`config.mk`:
```
export PLATFORM = sky130hd
export DESIGN_NAME = poly_voice_allocator_flat
export DESIGN_NICKNAME = d
export VERILOG_FILES = /design/src/rtl/poly_voice_allocator_if.sv /design/src/rtl/poly_voice_allocator.sv /design/src/flat_wrapper.sv
export SDC_FILE = /design/constraint.sdc
export NUM_CORES = 1
export LEC_CHECK = 0
export CORE_UTILIZATION = 45
export CTS_CLUSTER_DIAMETER = 120
export CTS_CLUSTER_SIZE = 16
export DETAILED_ROUTE_END_ITERATION = 16
export GPL_ROUTABILITY_DRIVEN = 0
export GPL_TIMING_DRIVEN = 0
export PLACE_DENSITY = 0.71
export SETUP_SLACK_MARGIN = 0.02
export SYNTH_ARGS = -nofsm -noshare
export SYNTH_HDL_FRONTEND = slang
export SYNTH_SLANG_ARGS = --single-unit
```
`constraint.sdc`:
```
create_clock -name clk_in -period 11.4 [get_ports clk_in]
set_input_delay 2.28 -clock clk_in [delete_from_list [all_inputs] [get_ports clk_in]]
set_output_delay 2.28 -clock clk_in [all_outputs]
set_load 0.005 [all_outputs]
```
`src/rtl/poly_voice_allocator_if.sv`:
```
// Note-event handshake and per-voice output bus between the MIDI front end and the voice bank.
interface poly_voice_allocator_if #(
  parameter int unsigned NUM_VOICES = 8,
  parameter int unsigned NOTE_WIDTH = 7,
  parameter int unsigned VEL_WIDTH  = 7
);
  logic                             evt_valid;
  logic                             evt_ready;
  logic                             evt_note_on;
  logic [NOTE_WIDTH-1:0]            evt_note;
  logic [VEL_WIDTH-1:0]             evt_vel;
  logic [NUM_VOICES-1:0]            voice_active;
  logic [NUM_VOICES*NOTE_WIDTH-1:0] voice_note;
  logic [NUM_VOICES*VEL_WIDTH-1:0]  voice_vel;
  logic [NUM_VOICES-1:0]            voice_trig;
  logic                             steal;

  // Event source / voice-bank side
  modport master (
    output evt_valid, evt_note_on, evt_note, evt_vel,
    input  evt_ready, voice_active, voice_note, voice_vel, voice_trig, steal
  );

  // Allocator side
  modport slave (
    input  evt_valid, evt_note_on, evt_note, evt_vel,
    output evt_ready, voice_active, voice_note, voice_vel, voice_trig, steal
  );
endinterface

```
`src/rtl/poly_voice_allocator.sv`:
```
// Polyphonic voice allocator: sequential scan of voice slots, then a single commit
// choosing retrigger > free slot > steal-oldest for note-on, or release for note-off.
module poly_voice_allocator #(
  parameter int unsigned NUM_VOICES = 8,
  parameter int unsigned NOTE_WIDTH = 7,
  parameter int unsigned VEL_WIDTH  = 7,
  parameter int unsigned AGE_WIDTH  = 8
) (
  input logic                   clk_in,
  input logic                   rst_in,
  poly_voice_allocator_if.slave bus
);
  localparam int unsigned IDX_W = (NUM_VOICES > 1) ? $clog2(NUM_VOICES) : 1;

  typedef enum logic [1:0] {IDLE, SCAN, COMMIT} state_t;

  state_t state_q, state_next;
  logic   ready_q;

  logic                  ev_on_q;
  logic [NOTE_WIDTH-1:0] ev_note_q;
  logic [VEL_WIDTH-1:0]  ev_vel_q;
  logic [IDX_W-1:0]      idx_q;

  logic                  match_found_q, free_found_q, old_found_q;
  logic [IDX_W-1:0]      match_idx_q, free_idx_q, old_idx_q;
  logic [AGE_WIDTH-1:0]  old_age_q;

  logic [NUM_VOICES-1:0] active_q;
  logic [NOTE_WIDTH-1:0] note_q [NUM_VOICES];
  logic [VEL_WIDTH-1:0]  vel_q  [NUM_VOICES];
  logic [AGE_WIDTH-1:0]  age_q  [NUM_VOICES];
  logic [NUM_VOICES-1:0] trig_q;
  logic                  steal_q;

  logic                  hs_c;
  logic [IDX_W-1:0]      target_c;
  logic                  steal_c;

  assign hs_c = bus.evt_valid && ready_q;

  // State register; ready is registered alongside it so it is high exactly in IDLE
  always_ff @(posedge clk_in or posedge rst_in) begin
    if (rst_in) begin
      state_q <= IDLE;
      ready_q <= 1'b1;
    end else begin
      state_q <= state_next;
      ready_q <= (state_next == IDLE);
    end
  end

  // Next-state logic
  always_comb begin
    state_next = state_q;
    case (state_q)
      IDLE:    if (hs_c) state_next = SCAN;
      SCAN:    if (idx_q == IDX_W'(NUM_VOICES - 1)) state_next = COMMIT;
      COMMIT:  state_next = IDLE;
      default: state_next = IDLE;
    endcase
  end

  // Note-on target choice from the scan results
  always_comb begin
    target_c = old_idx_q;
    steal_c  = 1'b0;
    if (match_found_q)     target_c = match_idx_q;
    else if (free_found_q) target_c = free_idx_q;
    else                   steal_c  = 1'b1;
  end

  // Event latch, scan candidates and per-voice state
  always_ff @(posedge clk_in or posedge rst_in) begin
    if (rst_in) begin
      ev_on_q       <= 1'b0;
      ev_note_q     <= '0;
      ev_vel_q      <= '0;
      idx_q         <= '0;
      match_found_q <= 1'b0;
      free_found_q  <= 1'b0;
      old_found_q   <= 1'b0;
      match_idx_q   <= '0;
      free_idx_q    <= '0;
      old_idx_q     <= '0;
      old_age_q     <= '0;
      active_q      <= '0;
      trig_q        <= '0;
      steal_q       <= 1'b0;
      for (int i = 0; i < NUM_VOICES; i++) begin
        note_q[i] <= '0;
        vel_q[i]  <= '0;
        age_q[i]  <= '0;
      end
    end else begin
      trig_q  <= '0;
      steal_q <= 1'b0;
      case (state_q)
        IDLE: begin
          if (hs_c) begin
            // velocity 0 on a note-on is a note-off
            ev_on_q       <= bus.evt_note_on && (bus.evt_vel != '0);
            ev_note_q     <= bus.evt_note;
            ev_vel_q      <= bus.evt_vel;
            idx_q         <= '0;
            match_found_q <= 1'b0;
            free_found_q  <= 1'b0;
            old_found_q   <= 1'b0;
          end
        end
        SCAN: begin
          if (active_q[idx_q]) begin
            if (!match_found_q && (note_q[idx_q] == ev_note_q)) begin
              match_found_q <= 1'b1;
              match_idx_q   <= idx_q;
            end
            // strict compare keeps the lowest index on equal ages
            if (!old_found_q || (age_q[idx_q] > old_age_q)) begin
              old_found_q <= 1'b1;
              old_idx_q   <= idx_q;
              old_age_q   <= age_q[idx_q];
            end
          end else if (!free_found_q) begin
            free_found_q <= 1'b1;
            free_idx_q   <= idx_q;
          end
          idx_q <= idx_q + IDX_W'(1);
        end
        COMMIT: begin
          if (ev_on_q) begin
            steal_q <= steal_c;
            for (int i = 0; i < NUM_VOICES; i++) begin
              if (IDX_W'(i) == target_c) begin
                active_q[i] <= 1'b1;
                note_q[i]   <= ev_note_q;
                vel_q[i]    <= ev_vel_q;
                age_q[i]    <= '0;
                trig_q[i]   <= 1'b1;
              end else if (active_q[i] && (age_q[i] != '1)) begin
                age_q[i] <= age_q[i] + AGE_WIDTH'(1);
              end
            end
          end else if (match_found_q) begin
            active_q[match_idx_q] <= 1'b0;
          end
        end
        default: ;
      endcase
    end
  end

  assign bus.evt_ready    = ready_q;
  assign bus.voice_active = active_q;
  assign bus.voice_trig   = trig_q;
  assign bus.steal        = steal_q;

  for (genvar g = 0; g < NUM_VOICES; g++) begin : g_pack
    assign bus.voice_note[g*NOTE_WIDTH +: NOTE_WIDTH] = note_q[g];
    assign bus.voice_vel[g*VEL_WIDTH +: VEL_WIDTH]    = vel_q[g];
  end
endmodule

```
`src/flat_wrapper.sv`:
```
// flat-port wrapper written by rule: the top's interface ports become plain ports
module poly_voice_allocator_flat 
#(
  parameter int unsigned NUM_VOICES = 8,
  parameter int unsigned NOTE_WIDTH = 7,
  parameter int unsigned VEL_WIDTH  = 7,
  parameter int unsigned AGE_WIDTH  = 8
)
  (clk_in, rst_in, bus_evt_valid, bus_evt_note_on, bus_evt_note, bus_evt_vel, bus_evt_ready, bus_voice_active, bus_voice_note, bus_voice_vel, bus_voice_trig, bus_steal);
  poly_voice_allocator_if #(.NUM_VOICES(NUM_VOICES), .NOTE_WIDTH(NOTE_WIDTH), .VEL_WIDTH(VEL_WIDTH)) bus_i ();
  input logic clk_in;
  input logic rst_in;
  input wire logic [$bits(bus_i.evt_valid)-1:0] bus_evt_valid;
  input wire logic [$bits(bus_i.evt_note_on)-1:0] bus_evt_note_on;
  input wire logic [$bits(bus_i.evt_note)-1:0] bus_evt_note;
  input wire logic [$bits(bus_i.evt_vel)-1:0] bus_evt_vel;
  output wire logic [$bits(bus_i.evt_ready)-1:0] bus_evt_ready;
  output wire logic [$bits(bus_i.voice_active)-1:0] bus_voice_active;
  output wire logic [$bits(bus_i.voice_note)-1:0] bus_voice_note;
  output wire logic [$bits(bus_i.voice_vel)-1:0] bus_voice_vel;
  output wire logic [$bits(bus_i.voice_trig)-1:0] bus_voice_trig;
  output wire logic [$bits(bus_i.steal)-1:0] bus_steal;
  assign bus_i.evt_valid = bus_evt_valid;
  assign bus_i.evt_note_on = bus_evt_note_on;
  assign bus_i.evt_note = bus_evt_note;
  assign bus_i.evt_vel = bus_evt_vel;
  assign bus_evt_ready = bus_i.evt_ready;
  assign bus_voice_active = bus_i.voice_active;
  assign bus_voice_note = bus_i.voice_note;
  assign bus_voice_vel = bus_i.voice_vel;
  assign bus_voice_trig = bus_i.voice_trig;
  assign bus_steal = bus_i.steal;
  poly_voice_allocator #(.NUM_VOICES(NUM_VOICES), .NOTE_WIDTH(NOTE_WIDTH), .VEL_WIDTH(VEL_WIDTH), .AGE_WIDTH(AGE_WIDTH)) u_core (.clk_in(clk_in), .rst_in(rst_in), .bus(bus_i));
endmodule
```
======== Word level (Yosys, flattened, before mapping) ========
Index checks and enable logic that the tools add are counted.
Widths: inputs -> output; s select.
storage, ports and cells
  register bits ........................... 234
  input bits .............................. 18
  output and inout bits ................... 130
  word-level logic and storage cells ...... 225
cells by class
  add/subtract/negate cells ............... 9
  magnitude comparators ................... 5
  eq/ne operators ......................... 32
  muxes and demuxes ....................... 66
  bitwise operators ....................... 5
  reduce and logical (&&, ||, !) cells .... 61
operators by type and width
  cell                 count
  $mux 8               22
  $reduce_and 3->1     28
  $add 8x1->8 const B  8
  $ne 8x8->1 const B   8
  $mux 1               28
  $bmux 8 s3           1
  $bmux 7 s3           1
  $reduce_bool 2->1    10
  $ne 2x2->1 const B   9
  $mux 7               2
  $eq 3x3->1 const A   4
  $logic_and 1x1->1    12
  $mux 3               3
  $and 8x8->8          1
  $gt 8x8->1           1
  $lt 3x4->1 const B   2
  $ne 2x1->1 const B   4
  $not 8->8            1
  $reduce_and 4->1     2
  $eq 7x7->1           1
  $reduce_bool 7->1    1
  $eq 2x3->1 const A   2
  $pmux 1 s2           3
  $pmux 3 s2           1
  other kinds (18)     23

======== Longest topological paths before layout ========
Gate-level depths: netlist of run 1.
  depth after elaboration ................. 9
  depth in mapped cells ................... 13
  depth with buffers taken out ............ 9

======== Worst setup path after synthesis of run 1 ========
OpenSTA, ideal clock, no wires.
  kind .................................... register to register
  start ................................... register u_core.idx_q[1]
  end ..................................... register u_core.old_idx_q[0]
  library setup time ...................... 128 ps
  data arrival time ....................... 3,231 ps
  required time ........................... 11,272 ps
  slack ................................... 8,042 ps
  cell stages (with the launch flop) ...... 14
  path through ............................ dfrtp_1 > buf_6 > buf_2 > clkbuf_1 > mux4_2 > mux2_2 > ha_1 > a21o_1 > a21oi_1 > nor2b_1 > o32ai_1 > a21oi_1 > buf_4 > mux2_1
between the ends
  cells in the longest elaborated chain, start to end .. 7
  elaborated cells between the ends (all ways) .. 9
RTL lines
  item                                        line                         text
  from (decl)                                 poly_voice_allocator.sv:23   logic [IDX_W-1:0] idx_q;
  from (signal assigned)                      poly_voice_allocator.sv:127  idx_q <= idx_q + IDX_W'(1);
  $not 3->4 (implied by the code)             poly_voice_allocator.sv:118  if (!old_found_q || (age_q[idx_q] > old_age_q)) begin
  $bmux 8 s3                                  poly_voice_allocator.sv:118
  $mux 8 (implied by the code) (2 in series)  poly_voice_allocator.sv:118
  $gt 8x8->1                                  poly_voice_allocator.sv:118
  $logic_or 1x1->1                            poly_voice_allocator.sv:118
  $reduce_and 3->1 (no source line) (*)       n/a
  to (signal assigned)                        poly_voice_allocator.sv:120  old_idx_q <= idx_q;
  to (decl)                                   poly_voice_allocator.sv:26   logic [IDX_W-1:0] match_idx_q, free_idx_q, old_idx_q;
Mark *: on every way between the ends. The rest lies on a longest branch, timed or not. The select of a mux whose other input is x is not followed.
A chain may end at the register's enable or synchronous reset.

======== Worst setup path in the final report of run 1 ========
  start ................................... register u_core.idx_q[0]
  end ..................................... register u_core.old_age_q[5]
between the ends
  cells in the longest elaborated chain, start to end .. 7
  elaborated cells between the ends (all ways) .. 9
RTL lines
  item                                        line                                                      text
  $not 3->4 (implied by the code)             poly_voice_allocator.sv:118, poly_voice_allocator.sv:121
  $bmux 8 s3                                  poly_voice_allocator.sv:118, poly_voice_allocator.sv:121
  $mux 8 (implied by the code) (2 in series)  poly_voice_allocator.sv:118, poly_voice_allocator.sv:121
  $gt 8x8->1                                  poly_voice_allocator.sv:118
  $logic_or 1x1->1                            poly_voice_allocator.sv:118
  $reduce_and 3->1 (no source line)           n/a
  to (signal assigned)                        poly_voice_allocator.sv:121                               old_age_q <= age_q[idx_q];
  to (decl)                                   poly_voice_allocator.sv:27                                logic [AGE_WIDTH-1:0] old_age_q;
Several ways; a longest one is shown, not always the timed one. The select of a mux whose other input is x is not followed.

==> results.py, run 1 <==
metrics = {
    "synth": {
        "ys_ff_latch": 234,
        "synth_top_area_share_pct": 53.86,
        "ys_seq_area_share_pct": 54.10,
        "synth_ff_type": "dfrtp_1",
        "synth_area_leaders": "dfrtp_1 (54%), mux2_2 (10%), nand2_1 (4.3%)",
        "synth_cell_type_count": 56,
        "yosysTopAreaCell": "dfrtp_1",
        "syn_area_um2": 10830,
        "syn_avg_cell_area_um2": 11.94,
        "syn_nets": 943,
        "synth_warnings": 0,
        "yosysMostFrequentCell": "dfrtp_1",
        "synth_common_cells": "dfrtp_1 (233), nand2_1 (125), mux2_2 (99)",
        "synth_cells": 907,
        "async_flop_share_pct": 100.0,
        "synth_edf_count": 0,
    },
    "grt": {
        "grt_first_pass_wirelength_um": 45040,
        "antenna_found_initial": 0,
        "grt_max_degree": 101,
        "overflow": 0,
        "grt.total_usage_pct": 24.12,
        "first_global_vias": 7942,
    },
    "setup_path": {
        "reg2reg_to": "u_core.old_age_q[5]$_DFFE_PP0P_",
        "r2r_start": "u_core.idx_q[0]$_DFFE_PP0P_",
        "crit_arrival_ps": 4540,
        "crit_path_start_kind": "flop",
        "critPathSlowestCell": "buf_1",
        "path_max_fanout": 10,
        "regToRegSetupSlack_ps": 7240,
        "end_kind": "flop",
        "crit_required_ps": 11780,
        "crit_type": "flop to flop",
        "critPathBufInv": 4,
        "crit_path_max_incr_delay_ps": 570,
        "critPathTopFamily": "buffers and inverters",
        "path_depth": 13,
        "crit_chain": "buf_4 -> buf_2 -> buf_1 -> mux4_2 -> mux2_2 -> ha_1 -> nor2b_1 -> o211ai_1 -> a21oi_1 -> o32ai_1 -> a21oi_1 -> buf_4 -> mux2_1",
        "reg2reg_depth": 13,
    },
    "clock_network": {
        "cts_tree": "done",
        "h-tree-depth": 1,
        "clockBufferDepth": 3,
        "root_buffer": "clkbuf_16",
        "hold_buffers": 0,
        "clk_pin_slew_worst_paths_ps": 70,
        "cts_resized": 0,
        "cts-buffers-inserted": 18,
        "cts_setup_buffers": 0,
        "clk_latency_ps": 520,
        "clock_sinks": 234,
    },
    "run": {
        "maxCapViolations": 0,
    },
    "floorplan": {
        "die_w_um": 157.1,
        "ios": 148,
        "fp-row-count": 56,
        "die_h_um": 157.1,
        "core_area_um2": 23540,
        "start_util_pct": 45.98,
        "dieArea_um2": 24680,
    },
    "timing": {
        "max_freq_ghz": 0.2406,
        "min_period_over_period_pct": 36.46,
        "fin_skew_ps": 27.11,
        "finalMaxSlewViolations": 0,
        "hold_viol": 0,
        "rsz0062_at_grt": "no",
        "setup_ws_ps": 7244,
        "worst_pin_slew_ps": 728.3,
        "whs_ps": 484.7,
        "min_period_ps": 4156,
        "setup_viol": 0,
        "relSlewSlack_pct": 51.45,
    },
    "drt": {
        "drtIter0Drc": 402,
        "vias": 7700,
        "ant_nets": 0,
        "vias_per_cell": 5.488,
        "drcViolationCount": 0,
        "first_pass_iters": 5,
        "wl_per_cell_um": 20.54,
        "wirelength_um": 28820,
    },
    "placement": {
        "hpwlAfterDp_um": 20400,
        "detailedPlace.worstSlack_ps": 7236,
        "portBuffers": 147,
    },
    "min_path": {
        "whs_path_depth": 1,
        "hold_end": "u_core.bus.voice_vel[55]$_DFFE_PP0P_",
        "hold_start": "u_core.bus.voice_vel[55]$_DFFE_PP0P_",
        "hp-class": "flop to flop",
    },
    "power": {
        "leakage_uw": 0.006160,
        "p_per_area_nw_per_um2": 164.9,
        "ir_worst_vdd_v": 0.0001226,
    },
    "final_layout": {
        "multi_input_area_um2": 4683,
        "area.growth.synth_to_final_pct": 22.65,
        "antenna_cells": 0,
        "nets": 1112,
        "fin_util_pct": 56.40,
        "drive_gt1_share_pct": 16.24,
        "num-fill-cells": 2067,
        "seq_area_um2": 5857,
    },
    "outcome": {
        "status": "complete, no violations",
    },
}
-- state kept, by name (all words and copies together) (netlist names), 7 cells and up --
signal and cells:
u_core.age_q 64, u_core.bus.voice_note 56, u_core.bus.voice_vel 56, u_core.bus.voice_active 8, u_core.bus.voice_trig 8, u_core.old_age_q 8
u_core.ev_note_q 7, u_core.ev_vel_q 7
-- layer usage --
metal / wire length [um] / global-route usage (%) / up-vias / part of all wire (%)
li1: - / - / 3527 / -
met1: 11830 / 30.43 / 3888 / 41
met2: 13860 / 40.53 / 242 / 48
met3: 2454 / 7.241 / 43 / 8.5
met4: 674 / 6.056 / 0 / 2.3
met5: 0 / 0 / - / 0
-- report_power, final --
part | leakage, uW | internal [uW] | total (uW) | switching [uW]
clock network | 0.000247 | 298 | 600 | 303
logic | 0.00269 | 259 | 580 | 322
registers | 0.00322 | 918 | 1010 | 91.6
-- per-stage QoR --
step           TNS [ps]  cell area, um2  total power, uW  cells
5_1_grt               0           13280             2292   1403
2_1_floorplan         0           10830             1362    907
3_5_place_dp          0           12760             1606   1375
3_3_place_gp     -80960           12700             1594   1373
6_report              0           13280             2190   1403
4_1_cts               0           13280             2203   1403
-- worst max path at each step --
stage,start,end,slack [ps]
finish,u_core.idx_q[0]$_DFFE_PP0P_,u_core.old_age_q[5]$_DFFE_PP0P_,7240
global route,u_core.idx_q[0]$_DFFE_PP0P_,u_core.old_idx_q[0]$_DFFE_PP0P_,6990
CTS,u_core.idx_q[0]$_DFFE_PP0P_,u_core.old_age_q[5]$_DFFE_PP0P_,7200
detailed placement,bus_evt_vel[5],u_core.ev_on_q$_DFFE_PP0P_,7240
global placement,rst_in,u_core.bus.voice_trig[0]$_DFF_PP0_,-370
floorplan,rst_in,u_core.age_q[0]$_DFFE_PP0P_,2700
-- layout by cell type (no fill, tap or decap), drive strengths merged, types with 2 or more instances in the layout --
master / count
or2: 2
nor3b: 3
o211ai: 3
nand4: 29
mux4: 22
o21ai: 43
buf: 31
nand2: 125
nand2b: 6
o311a: 7
clkdlybuf4s50: 147
clkbuf: 40
inv: 19
nor3: 7
xor2: 29
or3: 5
or3b: 4
and3: 5
nor2: 70
a21oi: 12
clkinv: 2
mux2: 121
nand3: 13
nor2b: 4
a21o: 3
ha: 18
a22oi: 8
dfrtp: 233
xnor2: 18
and2: 3
o31ai: 2
mux2i: 35
-- cells by family after synthesis --
kind of cell / count (synthesis) / share of synthesized area (%)
AND/OR/NAND/NOR: 282 / 11.92
flip-flops: 234 / 54.10
multiplexers: 178 / 20.47
AO/OA/AOI/OAI: 86 / 4.993
buffers and inverters: 62 / 2.635
XOR/XNOR: 47 / 3.803
adder cells (fa/ha/maj): 18 / 2.080
-- layout make-up --
cell class,instances,area share (%)
multi-input combinational,611,35.27
timing repair buffer,149,11.50
clock inverter,2,0.2921
buffer,43,1.611
sequential,234,44.11
clock buffer,26,3.619
inverter,19,0.5937
tap,319,3.006
Note: power is estimated with default switching activity, not from simulation.
==> inputs of run 2 (changes only) <==
==> constraint.sdc (replaced) <==
create_clock -name clk_in -period 4.19 [get_ports clk_in]
set_input_delay 0.838 -clock clk_in [delete_from_list [all_inputs] [get_ports clk_in]]
set_output_delay 0.838 -clock clk_in [all_outputs]
set_load 0.005 [all_outputs]
==> run 2 against run 1 <==
Sequential share of layout area down 0.21 points; fmax grew 6.5%; utilization increased by 0.27 points; non-clock buffer count rose by 4; via count rose by 0.69%; count of clock-buffer cells in the layout is the same; combinational power rose to 2.7 times the previous value; die area unchanged; clock skew rose by 8.9 ps.
==> results.py, run 2 (synthesis gave the netlist of run 1 again) <==
metrics = {
    "outcome": {
        "status": "complete, no violations",
    },
    "drt": {
        "ant_nets": 0,
        "vias_per_cell": 5.510,
        "first_pass_iters": 5,
        "wl_per_cell_um": 20.43,
        "drtIter0Drc": 403,
        "vias": 7753,
        "wirelength_um": 28750,
        "drcViolationCount": 0,
    },
    "clock_network": {
        "root_buffer": "clkbuf_16",
        "cts_tree": "done",
        "clk_latency_ps": 520,
        "cts_resized": 0,
        "clock_sinks": 234,
        "clockBufferDepth": 3,
        "cts-buffers-inserted": 18,
        "cts_setup_buffers": 0,
        "h-tree-depth": 1,
        "clk_pin_slew_worst_paths_ps": 80,
        "hold_buffers": 0,
    },
    "timing": {
        "tns_ps": 0,
        "relSlewSlack_pct": 48.40,
        "worst_pin_slew_ps": 774.0,
        "whs_ps": 473.2,
        "max_freq_ghz": 0.2561,
        "min_period_ps": 3904,
        "rsz0062_at_grt": "no",
        "hold_viol": 0,
        "setup_viol": 0,
        "min_period_over_period_pct": 93.18,
        "fin_skew_ps": 35.99,
        "finalMaxSlewViolations": 0,
        "setup_ws_ps": 285.8,
    },
    "floorplan": {
        "start_util_pct": 45.98,
        "core_area_um2": 23540,
        "ios": 148,
        "die_w_um": 157.1,
        "fp-row-count": 56,
        "die_h_um": 157.1,
        "dieArea_um2": 24680,
    },
    "grt": {
        "overflow": 0,
        "grt_max_degree": 42,
        "grt_first_pass_wirelength_um": 45690,
        "grt.total_usage_pct": 24.42,
        "first_global_vias": 7916,
        "antenna_found_initial": 0,
    },
    "final_layout": {
        "fin_util_pct": 56.67,
        "final_common_cell": "dfrtp_1",
        "drive_gt1_share_pct": 16.73,
        "largest_reg_flops": 64,
        "area.growth.synth_to_final_pct": 23.24,
        "final_cell_mix": "dfrtp_1 (233), clkdlybuf4s50_1 (147), nand2_1 (125)",
        "num-fill-cells": 2025,
        "regMostFlops": "u_core.age_q",
        "antenna_cells": 0,
        "nets": 1116,
    },
    "setup_path": {
        "crit_path_start_kind": "flop",
        "path_depth": 13,
        "crit_required_ps": 4570,
        "crit_path_max_incr_delay_ps": 430,
        "end_kind": "flop",
        "crit_arrival_ps": 4280,
        "critPathBufInv": 4,
        "crit_chain": "buf_4 -> buf_2 -> clkbuf_2 -> mux4_2 -> mux2_2 -> ha_1 -> nor2b_1 -> o211ai_1 -> a21oi_1 -> o32ai_1 -> a21oi_1 -> buf_4 -> mux2_1",
        "crit_type": "flop to flop",
        "critPathSlowestCell": "buf_2",
        "reg2reg_depth": 13,
        "path_max_fanout": 10,
        "critPathTopFamily": "buffers and inverters",
    },
    "power": {
        "leakage_uw": 0.006191,
        "p_per_area_nw_per_um2": 447.1,
        "ir_worst_vdd_v": 0.0003111,
    },
    "min_path": {
        "whs_path_depth": 2,
        "hp-class": "flop to flop",
    },
    "placement": {
        "detailedPlace.worstSlack_ps": 46.58,
        "portBuffers": 147,
        "hpwlAfterDp_um": 20860,
    },
    "run": {
        "maxCapViolations": 0,
    },
}
==> run 2: final cells by class <==
type                       instances  area (um2)  area share, %
clock buffer                      26       480.5          3.601
buffer                            43       216.5          1.622
timing repair buffer             153        1592          11.93
tap                              319       399.1          2.992
multi-input combinational        611        4683          35.10
sequential                       234        5857          43.90
inverter                          19       75.07         0.5627
clock inverter                     2       38.79         0.2907
==> run 2: final timing paths <==
check                                                           from                                    to  slack (ps)
worst max-delay path                     u_core.idx_q[0]$_DFFE_PP0P_       u_core.old_age_q[4]$_DFFE_PP0P_         290
max in group asynchronous                                     rst_in        u_core.bus.evt_ready$_DFF_PP1_        2460
worst min-delay path            u_core.bus.voice_vel[28]$_DFFE_PP0P_  u_core.bus.voice_vel[28]$_DFFE_PP0P_         470
worst max register to register           u_core.idx_q[0]$_DFFE_PP0P_       u_core.old_age_q[4]$_DFFE_PP0P_         290
min in group asynchronous                                     rst_in  u_core.bus.voice_vel[10]$_DFFE_PP0P_         610
worst min register to register  u_core.bus.voice_vel[28]$_DFFE_PP0P_  u_core.bus.voice_vel[28]$_DFFE_PP0P_         470
==> run 2: per-stage QoR <==
stage | total power, uW | std cells | instance area, um2
3_5_place_dp | 4384 | 1379 | 12820
3_3_place_gp | 4340 | 1373 | 12700
6_report | 5966 | 1407 | 13340
5_1_grt | 6261 | 1407 | 13340
2_1_floorplan | 3706 | 907 | 10830
4_1_cts | 6003 | 1407 | 13340
==> run 2: report_power, final <==
part | switching [uW] | leakage [uW] | internal [uW]
Combinational | 871 | 0.00273 | 712
Clock | 814 | 0.000247 | 809
Sequential | 263 | 0.00322 | 2500
==> run 2: layer usage <==
metal	vias up	global-route usage [%]	routed length [um]
met4	0	6.241	621
met3	48	6.278	2256
met1	3919	31.87	12120
met2	252	40.51	13750
li1	3534	-	-
met5	-	0	0
==> run 2: worst register-to-register path, cell delays in order, from the launching register on <==
cell and delay, ps:
dfrtp_1 380, buf_4 240, buf_2 430, clkbuf_2 380, mux4_2 380, mux2_2 320
ha_1 320, nor2b_1 130, o211ai_1 150, a21oi_1 80, o32ai_1 250, a21oi_1 160
buf_4 220, mux2_1 330
